===== config.mk =====
export PLATFORM = sky130hd
export DESIGN_NAME = if_fetch_unit
export DESIGN_NICKNAME = d
export VERILOG_FILES = /design/src/rtl/if_fetch_unit_pkg.sv /design/src/rtl/if_fetch_unit_fetch_fifo.sv /design/src/rtl/if_fetch_unit.sv
export SDC_FILE = /design/constraint.sdc
export NUM_CORES = 1
export LEC_CHECK = 0
export CORE_ASPECT_RATIO = 1.5
export CORE_MARGIN = 2
export CORE_UTILIZATION = 39
export CTS_CLUSTER_SIZE = 8
export DETAILED_ROUTE_END_ITERATION = 12
export GPL_ROUTABILITY_DRIVEN = 1
export PLACE_DENSITY = 0.62
export SYNTH_ARGS = -nofsm -noshare
export SYNTH_HDL_FRONTEND = slang
export SYNTH_HIERARCHICAL = 1
export SYNTH_SLANG_ARGS = --single-unit

===== constraint.sdc =====
create_clock -name clk -period 22.2 [get_ports clk]
set_clock_uncertainty 0.2 [all_clocks]
set_input_delay 3.33 -clock clk [delete_from_list [all_inputs] [get_ports clk]]
set_output_delay 3.33 -clock clk [all_outputs]
set_load 0.01 [all_outputs]

===== src/rtl/if_fetch_unit_pkg.sv =====
// Shared constants and record layouts for the instruction fetch stage.
package if_fetch_unit_pkg;

    localparam logic [31:0] ZERO_WORD        = 32'h0000_0000;
    localparam logic [31:0] NOP_INSTR        = 32'h0000_0013;
    localparam logic [31:0] DEFAULT_RESET_PC = 32'h0000_0000;

    // An issued read that has not come back yet, tagged with the epoch it was issued in
    typedef struct packed {
        logic        epoch;
        logic [31:0] pc;
    } inflight_t;

    typedef struct packed {
        logic [31:0] pc;
        logic [31:0] instr;
    } fetch_pkt_t;

    function automatic logic [31:0] word_align(input logic [31:0] addr);
        return {addr[31:2], 2'b00};
    endfunction

endpackage


===== src/rtl/if_fetch_unit_fetch_fifo.sv =====
// Synchronous FIFO with single-cycle flush; simultaneous push and pop keep the count.
module fetch_fifo
    import if_fetch_unit_pkg::*;
#(
    parameter int WIDTH = 32,
    parameter int DEPTH = 2
) (
    input  logic                     clk,
    input  logic                     rst,
    input  logic                     flush_i,
    input  logic                     push_i,
    input  logic [WIDTH-1:0]         push_data_i,
    input  logic                     pop_i,
    output logic [WIDTH-1:0]         head_o,
    output logic                     empty_o,
    output logic [$clog2(DEPTH):0]   count_o
);

    localparam int            AW       = $clog2(DEPTH);
    localparam logic [AW:0]   FULL_CNT = (AW+1)'(DEPTH);

    logic [WIDTH-1:0] mem_q [DEPTH];
    logic [AW-1:0]    wr_ptr_q, wr_ptr_d;
    logic [AW-1:0]    rd_ptr_q, rd_ptr_d;
    logic [AW:0]      count_q, count_d;
    logic             do_push, do_pop;

    always_comb begin
        do_pop   = pop_i && (count_q != '0);
        // A pop in the same cycle frees the slot, so a full FIFO can still accept
        do_push  = push_i && ((count_q != FULL_CNT) || do_pop);
        wr_ptr_d = wr_ptr_q;
        rd_ptr_d = rd_ptr_q;
        count_d  = count_q;
        if (flush_i) begin
            wr_ptr_d = '0;
            rd_ptr_d = '0;
            count_d  = '0;
        end else begin
            if (do_push) wr_ptr_d = wr_ptr_q + 1'b1;
            if (do_pop)  rd_ptr_d = rd_ptr_q + 1'b1;
            case ({do_push, do_pop})
                2'b10:   count_d = count_q + 1'b1;
                2'b01:   count_d = count_q - 1'b1;
                default: count_d = count_q;
            endcase
        end
    end

    always_ff @(posedge clk) begin
        if (rst) begin
            wr_ptr_q <= '0;
            rd_ptr_q <= '0;
            count_q  <= '0;
        end else begin
            wr_ptr_q <= wr_ptr_d;
            rd_ptr_q <= rd_ptr_d;
            count_q  <= count_d;
        end
    end

    always_ff @(posedge clk) begin
        if (do_push && !flush_i) begin
            mem_q[wr_ptr_q] <= push_data_i;
        end
    end

    assign head_o  = mem_q[rd_ptr_q];
    assign empty_o = (count_q == '0);
    assign count_o = count_q;

endmodule


===== src/rtl/if_fetch_unit.sv =====
// Instruction fetch stage: owns PC and epoch, issues credit-limited imem reads,
// matches in-order responses and presents {pc, instr} or a NOP bubble to IF/ID.
module if_fetch_unit
    import if_fetch_unit_pkg::*;
#(
    parameter logic [31:0] RESET_PC = DEFAULT_RESET_PC,
    parameter int          DEPTH    = 2
) (
    input  logic        clk,
    input  logic        rst,
    output logic        imem_req_valid_o,
    input  logic        imem_req_ready_i,
    output logic [31:0] imem_addr_o,
    input  logic        imem_rsp_valid_i,
    input  logic [31:0] imem_rsp_data_i,
    input  logic        redirect_i,
    input  logic [31:0] redirect_pc_i,
    input  logic        stall_i,
    output logic [31:0] pc_if_o,
    output logic [31:0] instr_if_o,
    output logic        valid_if_o
);

    localparam int          CW         = $clog2(DEPTH) + 1;
    localparam logic [CW:0] CREDIT_MAX = (CW+1)'(DEPTH);

    logic [31:0]   pc_q, pc_d;
    logic          epoch_q, epoch_d;
    inflight_t     infl_push, infl_head;
    fetch_pkt_t    out_push, out_head;
    logic          infl_empty, out_empty;
    logic [CW-1:0] infl_cnt, out_cnt;
    logic [CW:0]   credit_used;
    logic          req_accept, rsp_take, rsp_keep, out_pop;

    always_comb begin
        out_pop          = !out_empty && !stall_i;
        // The entry leaving the output buffer this cycle returns its credit at once,
        // which is what lets a one-cycle memory stream at one instruction per cycle.
        credit_used      = {1'b0, infl_cnt} + {1'b0, out_cnt} - {{CW{1'b0}}, out_pop};
        imem_req_valid_o = !rst && (credit_used < CREDIT_MAX);
        imem_addr_o      = pc_q;
        req_accept       = imem_req_valid_o && imem_req_ready_i;

        rsp_take         = imem_rsp_valid_i && !infl_empty;
        rsp_keep         = rsp_take && (infl_head.epoch == epoch_q) && !redirect_i;

        infl_push        = '{epoch: epoch_q, pc: pc_q};
        out_push         = '{pc: infl_head.pc, instr: imem_rsp_data_i};

        pc_d             = pc_q;
        epoch_d          = epoch_q;
        if (redirect_i) begin
            pc_d    = word_align(redirect_pc_i);
            epoch_d = !epoch_q;
        end else if (req_accept) begin
            pc_d    = pc_q + 32'd4;
        end
    end

    always_ff @(posedge clk) begin
        if (rst) begin
            pc_q    <= word_align(RESET_PC);
            epoch_q <= 1'b0;
        end else begin
            pc_q    <= pc_d;
            epoch_q <= epoch_d;
        end
    end

    // Stale entries are never flushed here; they drain and are dropped on return
    fetch_fifo #(
        .WIDTH ($bits(inflight_t)),
        .DEPTH (DEPTH)
    ) u_inflight (
        .clk         (clk),
        .rst         (rst),
        .flush_i     (1'b0),
        .push_i      (req_accept),
        .push_data_i (infl_push),
        .pop_i       (rsp_take),
        .head_o      (infl_head),
        .empty_o     (infl_empty),
        .count_o     (infl_cnt)
    );

    fetch_fifo #(
        .WIDTH ($bits(fetch_pkt_t)),
        .DEPTH (DEPTH)
    ) u_outbuf (
        .clk         (clk),
        .rst         (rst),
        .flush_i     (redirect_i),
        .push_i      (rsp_keep),
        .push_data_i (out_push),
        .pop_i       (out_pop),
        .head_o      (out_head),
        .empty_o     (out_empty),
        .count_o     (out_cnt)
    );

    always_comb begin
        valid_if_o = !out_empty;
        pc_if_o    = ZERO_WORD;
        instr_if_o = NOP_INSTR;
        if (!out_empty) begin
            pc_if_o    = out_head.pc;
            instr_if_o = out_head.instr;
        end
    end

endmodule


==> reports/qor.csv, run 1 <==
stage;metric;value;unit
outcome;status;complete, no violations;
job;maxCapViolations;0;
detailed_routing;drc_errors;0;
global_route;grt_remaining_overflow;0;
setup_path;worst-r2r-cell-count;11;
sta;clock.fmax;0.105;GHz
synthesis;synth_top_area_cell;edfxtp_1;
power_and_ir_drop;powerDensity;78.2;mW/mm²
global_route;antenna_found_initial;0;
setup_path;worstSetupPathType;in -> out;
setup_path;path_depth;8;
clock_network;clk_latency;0.52;ns
sta;finalSetupViolations;0;
die;die-area;0.0267;mm²
placement;port_buffers;163;
clock_network;cts_tree;built;
setup_path;arrival;6.00;ns
die;fp.dieH;199;µm
worst_hold_path;min_path_type;reg -> reg;
placement;place_congestion;0.806;
synthesis;async_flop_share;0;
die;io-pin-count;168;
sta;post-route-min-period;9.53;ns
clock_network;h-tree-depth;2;
clock_network;cts_sinks;235;
power_and_ir_drop;irDropWorstVdd;39.3;µV
clock_network;cts_buffers;35;
die;die_w;134;µm
synthesis;synth_cell_types;56;
die;initial_core_util;0.395;
setup_path;slowest_delay;0.53;ns
setup_path;critPathLaunchType;input pin;
power_and_ir_drop;total_power;1.01;mW
global_route;grt_pass1_vias;6061;
placement;place_hpwl;12.9;mm
synthesis;ys_ff_latch;235;
sta;worst_pin_slew;0.981;ns
setup_path;critPathBufInv;2;
sta;maxSlewHeadroom;0.346;
detailed_routing;wl;21.0;mm
clock_network;ctsResizeCount;0;
detailed_routing;antenna_left;0;
synthesis;seq_area_frac_synth;0.671;
global_route;grt_usage;0.156;
worst_hold_path;whs_path_depth;2;
sta;drv_slew;0;
detailed_routing;vias;5840;
die;fp-row-count;71;
die;coreArea;0.0251;mm²
setup_path;cpMostUsedCell;clkdlybuf4s50_1;
sta;period_share;0.429;
setup_path;slowest_stage;clkdlybuf4s50_1;
sta;tns;0;ns
synthesis;synth_top_area_frac;0.588;
clock_network;ctsHoldBuffers;0;
synthesis;synth-edff-count;194;
setup_path;worstPathCellList;clkdlybuf4s50_1, nor2_1, ha_1, nand2b_1, fa_1, xor2_2, and3_1, clkdlybuf4s50_1;
setup_path;required;18.67;ns
sta;rsz0062_at_grt;false;
synthesis;synth_area;0.00990;mm²
synthesis;yosys_warnings;6;
global_route;grt_pass1_wl;32.3;mm
cells_and_area;final_util;0.516;
placement;placedInstanceArea;0.0119;mm²
synthesis;avgSynthCellArea;15.1;µm²
setup_path;critPathCaptureType;output pin;
cells_and_area;diodes;0;
synthesis;ys.flop_type;edfxtp_1;
synthesis;syn_inst;657;
detailed_routing;via_per_inst;4.90;
cells_and_area;design_area;0.0129;mm²
clock_network;post_cts_buffers;0;
clock_network;clk_pin_slew_worst_paths;0.05;ns
sta;final_hold_viol_count;0;
detailed_routing;drt-initial-drc-count;261;
cells_and_area;layout.nets;921;
global_route;grt_max_degree;67;
setup_path;path_max_fanout;8;
detailed_routing;wl_per_cell;17.6;µm
clock_network;cts-root-buf;clkbuf_16;
cells_and_area;drive_gt1_frac;0.209;
synthesis;synth_area_leaders;edfxtp_1 59%, mux2_2 11%, dfxtp_1 8.3%;
cells_and_area;synthToLayoutAreaGrowth;30.5;%
setup_path;cp_top_family;buffers and inverters;
clock_network;clockBufferDepth;3;
power_and_ir_drop;p_leak;4.27;nW
detailed_routing;dr.pass1.iters;4;
-- tightest hold or removal path: cells and delay by family (launching register included) --
kind,cells,cell delay [ns]
flip-flops,1,0.33
multiplexers,1,0.05
AND/OR/NAND/NOR,1,0.06
-- registers in the layout (all words and copies together) (netlist names), named ones only --
| name | count |
|---|---|
| u_inflight/count_o | 2 |
| u_inflight/mem_q | 66 |
| imem_addr_o | 30 |
| u_inflight/wr_ptr_q | 1 |
| epoch_q | 1 |
| u_outbuf/mem_q | 128 |
| u_outbuf/rd_ptr_q | 1 |
| u_inflight/rd_ptr_q | 1 |
| u_outbuf/wr_ptr_q | 1 |
| u_outbuf/count_o | 2 |
-- cell families after synthesis --
| logic type | synth area share |
|---|---|
| and+or+nand+nor | 0.118 |
| buffers and inverters | 0.0211 |
| adders and majority gates | 0.00581 |
| xor gates and xnor gates | 0.0282 |
| AOI/OAI and AO/OA | 0.0364 |
| other | 0.000379 |
| muxes | 0.118 |
| DFF | 0.671 |
-- routing by layer --
metal  part of all wire  wire, µm  global-route usage  vias to the layer above
li1                   -         -                   -                     2798
met5                  0         0                   0                        -
met4              0.030       620              0.0674                        0
met1               0.39      8180               0.171                     2832
met3              0.052      1090              0.0332                       43
met2               0.53     11100               0.290                      167
-- layout make-up --
type                            instances  area [µm²]
Clock buffer                           50         932
Clock inverter                          4        61.3
Fill cell                            2165       12100
Inverter                               12        45.0
Multi-Input combinational cell        391        3120
Sequential cell                       235        6650
Tap cell                              328         410
Timing Repair Buffer                  172        1700
-- synth_stat cells (9+ instances only) --
cell,n
clkbuf_1,14
mux2_2,97
xnor2_1,11
nor2_1,36
a211oi_1,13
buf_4,9
dfxtp_1,41
xor2_1,19
nand2_1,19
nand4_1,17
nor2b_1,64
edfxtp_1,194
inv_1,9
-- power by group --
part / switching (mW) / internal [mW]
registers: 0.00939 / 0.484
clock network: 0.182 / 0.291
logic: 0.0186 / 0.0252
-- path summary, 6_finish.rpt --
path                            slack (ns)                     end                start
worst max-delay path                 12.67        imem_req_valid_o              stall_i
worst min-delay path                  0.29       u_outbuf/wr_ptr_q    u_outbuf/wr_ptr_q
worst max register to register       17.45  u_inflight/mem_q[1][5]  u_outbuf/count_o[1]
worst min register to register        0.29       u_outbuf/wr_ptr_q    u_outbuf/wr_ptr_q
-- stage by stage --
| stage | hold WS (ns) | setup WS [ns] | std cells |
|---|---|---|---|
| 2_1_floorplan | 0.256 | 12.40 | 669 |
| 3_5_place_dp | 0.290 | 12.64 | 1138 |
| 5_1_grt | 0.317 | 12.52 | 1192 |
| 4_1_cts | 0.298 | 12.62 | 1192 |
| 3_3_place_gp | 0.279 | 12.64 | 1138 |
| 6_report | 0.295 | 12.67 | 1192 |
-- cell usage in the layout, fill, tap and decap left out, types with 3 or more instances in the layout --
master | Yosys | final
nor2_1 | 36 | 35
xor2_1 | 19 | 19
nand4_1 | 17 | 17
buf_4 | 9 | 9
a211oi_2 | 4 | 4
and3_1 | 5 | 5
nor3_2 | 3 | 5
mux2_2 | 97 | 97
a211oi_1 | 13 | 13
xnor2_1 | 11 | 11
or2_2 | 3 | 3
nand3_2 | 3 | 3
nand3_1 | 7 | 7
nand2b_1 | 3 | 3
clkbuf_1 | 14 | 15
conb_1 | 1 | 13
clkdlybuf4s50_1 | 0 | 163
o22ai_1 | 5 | 5
or3_1 | 4 | 4
ha_1 | 3 | 3
nor3b_1 | 5 | 3
edfxtp_1 | 194 | 194
nor3_1 | 8 | 6
inv_1 | 9 | 9
mux2i_1 | 8 | 8
nand2_1 | 19 | 19
clkbuf_16 | 0 | 35
o21ai_0 | 3 | 3
nor2b_1 | 64 | 64
a21oi_1 | 4 | 4
dfxtp_1 | 41 | 40
Note: power is estimated with default switching activity, not from simulation.
==> run 2: changes to the inputs <==
Clock period 22.2 ns to 8.9 ns, I/O delays scaled along.
==> reports/qor.csv, run 2 (synthesis results as in run 1) <==
stage;metric;value;unit
outcome;status;complete, no violations;
setup_path;cp_top_family;buffers and inverters;
setup_path;cpMostUsedCell;clkdlybuf4s50_1;
die;io-pin-count;168;
clock_network;clk_latency;0.50;ns
sta;finalSetupViolations;0;
setup_path;path_depth;8;
cells_and_area;largest_reg_flops;128;
sta;maxSlewHeadroom;0.359;
detailed_routing;vias;5794;
setup_path;path_max_fanout;8;
setup_path;slowest_stage;clkdlybuf4s50_1;
clock_network;cts-root-buf;clkbuf_16;
sta;hold_ws;0.301;ns
cells_and_area;mostFrequentLayoutCell;edfxtp_1;
cells_and_area;seq_area;0.00665;mm²
cells_and_area;final_util;0.514;
sta;worst_pin_slew;0.961;ns
cells_and_area;multiInputGateArea;0.00312;mm²
setup_path;worstSetupPathType;in -> out;
sta;drv_slew;0;
detailed_routing;wl_per_cell;17.4;µm
die;die_w;134;µm
power_and_ir_drop;p_leak;4.25;nW
die;coreArea;0.0251;mm²
setup_path;critPathCaptureType;output pin;
die;fp-row-count;71;
sta;post-route-min-period;5.51;ns
setup_path;critPathCapture;imem_req_valid_o;
clock_network;post_cts_buffers;0;
global_route;grt_usage;0.155;
setup_path;required;7.36;ns
detailed_routing;dr.pass1.iters;5;
clock_network;ctsResizeCount;0;
setup_path;critPathBufInv;2;
setup_path;r2r_end;u_inflight/mem_q[1][1];
cells_and_area;drive_gt1_frac;0.210;
sta;clock.fmax;0.182;GHz
cells_and_area;fillCellCount;2140;
cells_and_area;synthToLayoutAreaGrowth;30.1;%
global_route;grt_pass1_wl;32.3;mm
detailed_routing;drt-initial-drc-count;244;
setup_path;critPathLaunchType;input pin;
placement;place_congestion;0.790;
cells_and_area;instances_no_fill;1190;
sta;tns;0;ns
detailed_routing;wl;20.7;mm
job;maxCapViolations;0;
setup_path;slowest_delay;0.54;ns
placement;pre_cts_ws;3.38;ns
setup_path;worst-r2r-cell-count;11;
clock_network;h-tree-depth;2;
power_and_ir_drop;total_power;2.50;mW
sta;period_share;0.619;
setup_path;crit_path_start;stall_i;
clock_network;ctsHoldBuffers;0;
power_and_ir_drop;irDropWorstVdd;119;µV
clock_network;cts_buffers;35;
global_route;grt_remaining_overflow;0;
die;initial_core_util;0.395;
sta;setup_slack;3.39;ns
placement;place_hpwl;12.6;mm
placement;dp.cells;1138;
clock_network;clk_pin_slew_worst_paths;0.05;ns
setup_path;rrSetupSlack;4.21;ns
setup_path;r2r-start;u_outbuf/count_o[1];
clock_network;clockBufferDepth;3;
cells_and_area;largest_register;u_outbuf/mem_q;
sta;rsz0062_at_grt;false;
detailed_routing;drc_errors;0;
global_route;grt_max_degree;67;
detailed_routing;antenna_left;0;
placement;port_buffers;163;
clock_network;cts_tree;built;
die;fp.dieH;199;µm
cells_and_area;final_cell_mix;194 x edfxtp_1, 163 x clkdlybuf4s50_1, 97 x mux2_2, 64 x nor2b_1, 40 x dfxtp_1;
global_route;antenna_found_initial;0;
sta;final_hold_viol_count;0;
setup_path;worstPathCellList;clkdlybuf4s50_1, nor2_1, ha_1, nand2b_1, fa_1, xor2_2, and3_1, clkdlybuf4s50_1;
cells_and_area;design_area;0.0129;mm²
die;die-area;0.0267;mm²
cells_and_area;diodes;0;
worst_hold_path;min_path_type;reg -> reg;
power_and_ir_drop;powerDensity;194;mW/mm²
cells_and_area;layout.nets;921;
placement;placedInstanceArea;0.0119;mm²
detailed_routing;via_per_inst;4.87;
global_route;grt_pass1_vias;6082;
clock_network;cts_sinks;235;
setup_path;arrival;3.97;ns
## run 2: cell types whose count changed in the layout (fill, tap and decap cells not counted)
cell	previous run	this run
clkbuf_1	15	13
inv_6	1	3
clkinv_8	1	0
inv_4	1	0
clkinv_16	1	0
clkinvlp_4	0	1
## run 2: power by group
part | switching, mW | internal (mW)
Clock | 0.443 | 0.717
Combinational | 0.0457 | 0.0627
Sequential | 0.0233 | 1.21
Total | 0.512 | 1.99
## run 2: worst min path at each step
stage               cells after the start                 from             endpoint
floorplan                               2  u_inflight/wr_ptr_q  u_inflight/wr_ptr_q
global placement                        2    u_outbuf/wr_ptr_q    u_outbuf/wr_ptr_q
detailed placement                      2    u_outbuf/wr_ptr_q    u_outbuf/wr_ptr_q
CTS                                     2    u_outbuf/wr_ptr_q    u_outbuf/wr_ptr_q
global route                            2  u_inflight/wr_ptr_q  u_inflight/wr_ptr_q
finish                                  2    u_outbuf/wr_ptr_q    u_outbuf/wr_ptr_q
## run 2: final cells by class
class / count / share of cell area
clock buffers: 48 / 0.0718
flip-flops and latches: 235 / 0.516
clock inverters: 4 / 0.00262
inverters: 12 / 0.00350
multi-input cells: 391 / 0.242
repair buffers: 172 / 0.132
well taps: 328 / 0.0319
## run 2: routing by layer
metal / vias to the layer above / routed length (µm) / part of all wire / track usage
li1: 2808 / - / - / -
met4: 0 / 555 / 0.027 / 0.0600
met2: 155 / 11000 / 0.53 / 0.286
met5: - / 0 / 0 / 0
met3: 41 / 915 / 0.044 / 0.0317
met1: 2790 / 8230 / 0.40 / 0.176
## run 2: worst register-to-register path: stages (launching register included)
cell	delay, ns
dfxtp_1	0.39
nor2_4	0.12
buf_4	0.62
nor2_1	0.28
ha_1	0.33
nand2b_1	0.15
fa_1	0.55
and3b_1	0.22
and2_1	0.57
o31ai_2	0.23
nor3b_2	0.19
buf_4	0.42
